$ cat config.mk
export PLATFORM = sky130hd
export DESIGN_NAME = uart_rx
export DESIGN_NICKNAME = d
export VERILOG_FILES = /design/src/rtl/uart_rx.sv
export SDC_FILE = /design/constraint.sdc
export NUM_CORES = 1
export LEC_CHECK = 0
export CORE_ASPECT_RATIO = 1.2
export CORE_MARGIN = 1
export CORE_UTILIZATION = 51
export CTS_CLUSTER_SIZE = 16
export DETAILED_ROUTE_END_ITERATION = 10
export HOLD_SLACK_MARGIN = 0.15
export PLACE_DENSITY = 0.74
export SYNTH_ARGS = -nofsm -noshare
export SYNTH_HDL_FRONTEND = slang
export SYNTH_SLANG_ARGS = --single-unit
$ cat constraint.sdc
create_clock -name clk -period 2.3 [get_ports clk]
set_input_delay 0.23 -clock clk [delete_from_list [all_inputs] [get_ports clk]]
set_output_delay 0.23 -clock clk [all_outputs]
set_load 0.02 [all_outputs]
$ cat src/rtl/uart_rx.sv
// 16x oversampling UART receiver: two-flop synchronizer, free-running baud
// tick, start/data/stop deframing with registered byte strobe and frame error.
module uart_rx #(
   parameter int DBIT     = 8,
   parameter int SB_TICK  = 16,
   parameter int BAUD_DIV = 326
) (
   input  logic            clk,
   input  logic            rst_n,
   input  logic            rx,
   output logic [DBIT-1:0] rx_data,
   output logic            rx_done_tick,
   output logic            frame_err
);

   // state    | meaning
   // IDLE     | line idle, waiting for rx_s low
   // START    | confirming start bit at its middle (8 ticks)
   // DATA     | sampling DBIT data bits, LSB first, every 16 ticks
   // STOP     | sampling stop bit after SB_TICK ticks
   // WAIT_HI  | stop bit was low; wait for line to return high
   typedef enum logic [2:0] {
      ST_IDLE    = 3'd0,
      ST_START   = 3'd1,
      ST_DATA    = 3'd2,
      ST_STOP    = 3'd3,
      ST_WAIT_HI = 3'd4
   } state_t;

   localparam int NW = (DBIT > 1) ? $clog2(DBIT) : 1;
   localparam int BW = (BAUD_DIV > 1) ? $clog2(BAUD_DIV) : 1;

   localparam logic [BW-1:0] BAUD_LAST = BW'(BAUD_DIV - 1);
   localparam logic [NW-1:0] N_LAST    = NW'(DBIT - 1);
   localparam logic [3:0]    S_MID     = 4'd7;
   localparam logic [3:0]    S_LAST    = 4'd15;
   localparam logic [3:0]    S_STOP    = 4'(SB_TICK - 1);

   logic [BW-1:0]   r_baud_cnt;
   logic            w_tick;
   logic            r_sync1;
   logic            r_sync2;
   logic            w_rx_s;

   state_t          r_state;
   state_t          w_state_nxt;
   logic [3:0]      r_s;
   logic [3:0]      w_s_nxt;
   logic [NW-1:0]   r_n;
   logic [NW-1:0]   w_n_nxt;
   logic [DBIT-1:0] r_b;
   logic [DBIT-1:0] w_b_nxt;
   logic [DBIT:0]   w_b_shift;

   logic            w_stop_sample;
   logic            w_done_set;
   logic            w_ferr_set;

   // Baud tick generator: never gated, so sample phase error is <= 1/16 bit.
   always_ff @(posedge clk or negedge rst_n) begin
      if (!rst_n) begin
         r_baud_cnt <= '0;
      end else if (w_tick) begin
         r_baud_cnt <= '0;
      end else begin
         r_baud_cnt <= r_baud_cnt + 1'b1;
      end
   end

   assign w_tick = (r_baud_cnt == BAUD_LAST);

   always_ff @(posedge clk or negedge rst_n) begin
      if (!rst_n) begin
         r_sync1 <= 1'b1;
         r_sync2 <= 1'b1;
      end else begin
         r_sync1 <= rx;
         r_sync2 <= r_sync1;
      end
   end

   assign w_rx_s = r_sync2;

   always_ff @(posedge clk or negedge rst_n) begin
      if (!rst_n) begin
         r_state <= ST_IDLE;
         r_s     <= '0;
         r_n     <= '0;
         r_b     <= '0;
      end else begin
         r_state <= w_state_nxt;
         r_s     <= w_s_nxt;
         r_n     <= w_n_nxt;
         r_b     <= w_b_nxt;
      end
   end

   // Concatenate-and-drop keeps the shift legal even when DBIT is 1.
   assign w_b_shift = {w_rx_s, r_b};

   always_comb begin
      w_state_nxt = r_state;
      w_s_nxt     = r_s;
      w_n_nxt     = r_n;
      w_b_nxt     = r_b;
      case (r_state)
         ST_IDLE: begin
            if (!w_rx_s) begin
               w_state_nxt = ST_START;
               w_s_nxt     = '0;
            end
         end
         ST_START: begin
            if (w_tick) begin
               if (r_s == S_MID) begin
                  if (!w_rx_s) begin
                     w_state_nxt = ST_DATA;
                     w_s_nxt     = '0;
                     w_n_nxt     = '0;
                  end else begin
                     w_state_nxt = ST_IDLE;
                  end
               end else begin
                  w_s_nxt = r_s + 4'd1;
               end
            end
         end
         ST_DATA: begin
            if (w_tick) begin
               if (r_s == S_LAST) begin
                  w_s_nxt = '0;
                  w_b_nxt = w_b_shift[DBIT:1];
                  if (r_n == N_LAST) begin
                     w_state_nxt = ST_STOP;
                  end else begin
                     w_n_nxt = r_n + 1'b1;
                  end
               end else begin
                  w_s_nxt = r_s + 4'd1;
               end
            end
         end
         ST_STOP: begin
            if (w_tick) begin
               if (r_s == S_STOP) begin
                  w_state_nxt = w_rx_s ? ST_IDLE : ST_WAIT_HI;
               end else begin
                  w_s_nxt = r_s + 4'd1;
               end
            end
         end
         ST_WAIT_HI: begin
            if (w_rx_s) begin
               w_state_nxt = ST_IDLE;
            end
         end
         default: begin
            w_state_nxt = ST_IDLE;
         end
      endcase
   end

   always_comb begin
      w_stop_sample = (r_state == ST_STOP) && w_tick && (r_s == S_STOP);
      w_done_set    = w_stop_sample && w_rx_s;
      w_ferr_set    = w_stop_sample && !w_rx_s;
   end

   // Data and strobe load on the same edge so the FIFO captures them together.
   always_ff @(posedge clk or negedge rst_n) begin
      if (!rst_n) begin
         rx_data      <= '0;
         rx_done_tick <= 1'b0;
         frame_err    <= 1'b0;
      end else begin
         rx_done_tick <= w_done_set;
         frame_err    <= w_ferr_set;
         if (w_done_set) begin
            rx_data <= r_b;
         end
      end
   end

endmodule

; ---- Word level (Yosys, flattened, before mapping)
; Index checks and enable logic that the tools add are counted.
[classes]
add_sub_neg = 3
mul = 0
div_mod_pow = 0
magnitude_cmp = 0
n_eq_ne = 20
n_shift = 0
mux = 28
bitwise = 0
reduce_logical = 12
[ops]
columns = op, count
row1 = $mux W3, 16
row2 = $mux W4, 7
row3 = $ne A2 B2 Y1 const B, 12
row4 = $pmux W4 S4, 1
row5 = $pmux W3 S5, 1
row6 = $add A9 B1 Y9 const B, 1
row7 = $eq A9 B9 Y1 const B, 1
row8 = $mux W9, 1
row9 = $reduce_and A9 Y1, 1
row10 = $reduce_and A7 Y1, 1
row11 = $eq A3 B2 Y1 const B, 2
row12 = $eq A3 B3 Y1 const B, 2
row13 = $pmux W3 S2, 1
row14 = $reduce_and A5 Y1, 1
row15 = $add A4 B1 Y4 const B, 1
row16 = $eq A4 B3 Y1 const B, 1
row17 = $eq A4 B4 Y1 const B, 1
row18 = $logic_and A1 B1 Y1, 4
row19 = $reduce_bool A4 Y1, 1
row20 = $add A3 B1 Y3 const B, 1
row21 = $eq A3 B1 Y1 const B, 1
row22 = $logic_not A3 Y1, 1
row23 = $reduce_and A3 Y1, 1
row24 = $mux W2, 1
row25 = other kinds (2), 2
[totals]
reg_bits = 39
latch_bits = 0
ramBits = 0
rom_bits = 0
out_inout_bits = 10
elab_cells = 73
mem_count = 0

; ---- Longest topological paths before layout
[depth]
ltp_word = 5
mapped_depth = 6

; ---- Worst setup path before layout
; OpenSTA, ideal clock, no wires.
[synth_timing]
path_kind = register to register
start = register r_baud_cnt[4]
end = register r_b[0]
setup_time_ns = 0.125
arrival_time_ns = 2.149
required_ns = 2.175
path_slack_ns = 0.027
stages_incl_launch_ff = 6
path_buffers = 1
period_less_slack_ns = 2.273
path_cell_list = dfrtp_1 -> or4b_1 -> buf_2 -> or2_4 -> nor4_4 -> mux2_2
[synth_via]
elab_chain_cells = 2
[synth_rtl]
columns = item, line_no
row1 = start: declaration, 39  ; logic [BW-1:0] r_baud_cnt;
row2 = start signal: assignment, 66  ; r_baud_cnt <= r_baud_cnt + 1'b1;
row3 = $eq A9 B9 Y1, 70  ; assign w_tick = (r_baud_cnt == BAUD_LAST);
row4 = $reduce_and A3 Y1 (no line), -
row5 = end signal: assignment, 94  ; r_b <= w_b_nxt;
row6 = end: declaration, 51  ; logic [DBIT-1:0] r_b;
; Every way passes these cells.
; A chain may end at the register's enable or synchronous reset.

; ---- Worst setup path in the final report
[layout_timing]
start = register r_baud_cnt[4]
end = register r_b[3]
; Same word-level chain as after synthesis.

==> results.yml <==
cts:
  htreeDepth: 2
  cts_resized: 0
  cts.path.max_buffers: 2
  cts.sinks: 39
  numCtsBuffers: 5
  clock_latency_ns: 0.28
  clk_pin_slew_ns: 0.07
  clk_root_buffer_cell: "clkbuf_8"
  cts_tree: "built"
layout:
  final_nets: 177
  antenna_cells: 0
  syn2layout_area_growth_pct: 16.84
  drive_gt1_frac: 0.2544
floorplan:
  die-area_um2: 3768
  fp.dieW_um: 56.20
  core_area_um2: 3367
  initial_utilization: 0.5340
  die_y_um: 67.04
  io_pins: 13
  rows: 23
setup_path:
  worstPathRequired_ns: 2.46
  crit_type: "reg2reg"
  arrival_ns: 2.35
  cp-end-kind: "flop"
  critPathLaunchType: "flop"
  critPathMaxFanout: 8
flow_run:
  max-cap-violations: 0
route:
  post_drt_wl_per_cell_um: 14.89
  wl_met1_mm: 1.290
  first_pass_iters: 4
  dr_wl_met3_um: 98
  finalWirelength_mm: 3.068
  ant_nets: 0
  drt_iter0_drc: 19
  viasPerCell: 5.767
  wl_met2_mm: 1.637
  vias: 1188
  drc: 0
  highest_layer: "met4"
yosys:
  synth_ff_type: "dfrtp_1"
  synth-compound-area-share: 0.07864
  synth.top_cell.area_share: 0.5150
  synth-xor-area-share: 0.03410
  syn_area_um2: 1798
  synth_cells: 145
  synth_top_family_by_area: "simple AND/OR/NAND/NOR gates"
  synth_area_leader_cell: "dfrtp_1"
  muxShareOfSynthArea: 0.1253
  synth_area_per_cell_um2: 12.40
  synth.distinct_cells: 44
  synth.net_count: 153
  synth_edf_count: 0
  synthArstFlopShare: 1.000
  yosys.area_share.simple: 0.1677
  ys_top_cells_by_area: "dfrtp_1, mux2_2, ha_1"
  synth_warnings: 0
  yosysMostFrequentCell: "dfrtp_1"
  yosys.area_share.adder: 0.03479
  ys_seq_area_frac: 0.5442
  synthTopCellsByCount: "dfrtp_1, mux2_2, nor2_1"
  ys_ff_latch: 39
global_route:
  grt_overflow: 0
  grt_antenna_before_repair: 0
  grt_pass1_wl_mm: 5.209
  grt_max_degree: 40
  grt_pass1_vias: 1209
  track_usage: 0.1840
place:
  place_hpwl_mm: 2.259
  io_buffers: 12
  routabilityCongestion: 0.8749
sta:
  max_slew_margin: 0.4586
  layout_min_cycle_time_ns: 2.182
  skew_ns: 0.006926
  finalHoldViolations: 0
  max_freq_mhz: 458.3
  finalSetupTns_ns: 0
  period_share: 0.9487
  drv_slew: 0
  rsz0062_at_grt: "no"
  worstMarginPinSlew_ns: 0.8121
  final-setup-viol-count: 0
pwr:
  peakVddDrop_v: 0.0005039
  power.density_nw_per_um2: 550.8
  p_leak_nw: 0.9522
  power_mw: 1.157
min_path:
  min_path_type: "in2reg"
outcome:
  status: "finished, final reports clean"
-- worst max-delay path: stages (launching register included) --
cell,delay (ns)
dfrtp_1,0.41
or4b_1,0.55
or2_4,0.31
nor4_4,0.26
buf_4,0.21
mux2_2,0.35
-- report_power, final --
part | internal, mW | switching (mW)
sequential | 0.689 | 0.00231
clock | 0.235 | 0.213
combinational | 0.00392 | 0.0139
total | 0.928 | 0.229
-- flip-flops by register name (all words and copies together) (netlist names) --
name and count:
r_sync2 1, r_baud_cnt 9, r_s 4, r_n 3, r_b 8, rx_data 8, r_sync1 1, r_state 3
rx_done_tick 1, frame_err 1
-- routing by layer --
metal | GRT usage | up-vias
met3 | 0.04272 | 4
met4 | 0.1006 | 0
met1 | 0.2061 | 586
met5 | 0 | -
li1 | - | 573
met2 | 0.3244 | 25
-- cell families (layout without fill, tap and decap cells) --
group,after synthesis,count (layout)
flops,39,39
simple gates,51,51
xor+xnor,7,7
fa+ha+maj,5,5
compound gates,17,17
buf+inv,6,30
mux,20,20
-- cells in the final DEF, fill, tap and decap left out, types with 2 or more instances in the layout --
master | synthesis | final
and3_1 | 3 | 3
buf_4 | 1 | 9
clkbuf_8 | 0 | 6
clkdlybuf4s50_1 | 0 | 11
dfrtp_1 | 37 | 37
dfstp_2 | 2 | 2
ha_1 | 5 | 5
mux2_2 | 20 | 20
nand2_1 | 8 | 8
nand3_1 | 6 | 6
nand3b_1 | 2 | 2
nand4b_1 | 2 | 2
nor2_1 | 10 | 10
nor2b_1 | 2 | 2
nor3_1 | 3 | 3
nor3b_1 | 3 | 3
nor4_1 | 2 | 2
o21ai_0 | 4 | 4
xnor2_1 | 2 | 2
xor2_1 | 5 | 5
-- final timing paths --
check                                    from             to  slack [ns]  cells after the start
worst min register to register        r_sync1        r_sync2        0.36                      0
min in group asynchronous               rst_n         r_s[3]        0.58                      2
worst max register to register  r_baud_cnt[4]         r_b[3]        0.12                      5
max in group asynchronous               rst_n  r_baud_cnt[4]        1.20                      2
worst min-delay path                       rx        r_sync1        0.36                      1
worst max-delay path            r_baud_cnt[4]         r_b[3]        0.12                      5
-- through the flow --
step	util	cells	hold slack [ns]	setup slack, ns	area (µm²)
after floorplan	-	145	-0.06559	0.02679	1798
after global placement	0.5949	198	0.3476	0.1645	2003
after detailed placement	0.5949	198	0.3516	0.1388	2003
after CTS	0.6239	206	0.3511	0.1228	2101
after global routing	0.6239	206	0.3557	0.05493	2101
final	0.6239	206	0.3601	0.1179	2101
-- layout make-up --
| class | instances | area, µm² |
|---|---|---|
| tap | 37 | 46.29 |
| timing repair buffer | 22 | 192.7 |
| inverter | 1 | 3.754 |
| fill | 262 | 1266 |
| sequential | 39 | 978.4 |
| clock inverter | 1 | 5.005 |
| multi-input combinational | 100 | 792.0 |
| clock buffer | 6 | 82.58 |
-- what timing repair did --
action	in CTS	in global routing
hold buffers	1	0
hold endpoints to repair	37	0
buffers inserted	0	0
No activity file was read; power rests on OpenSTA's default activity.
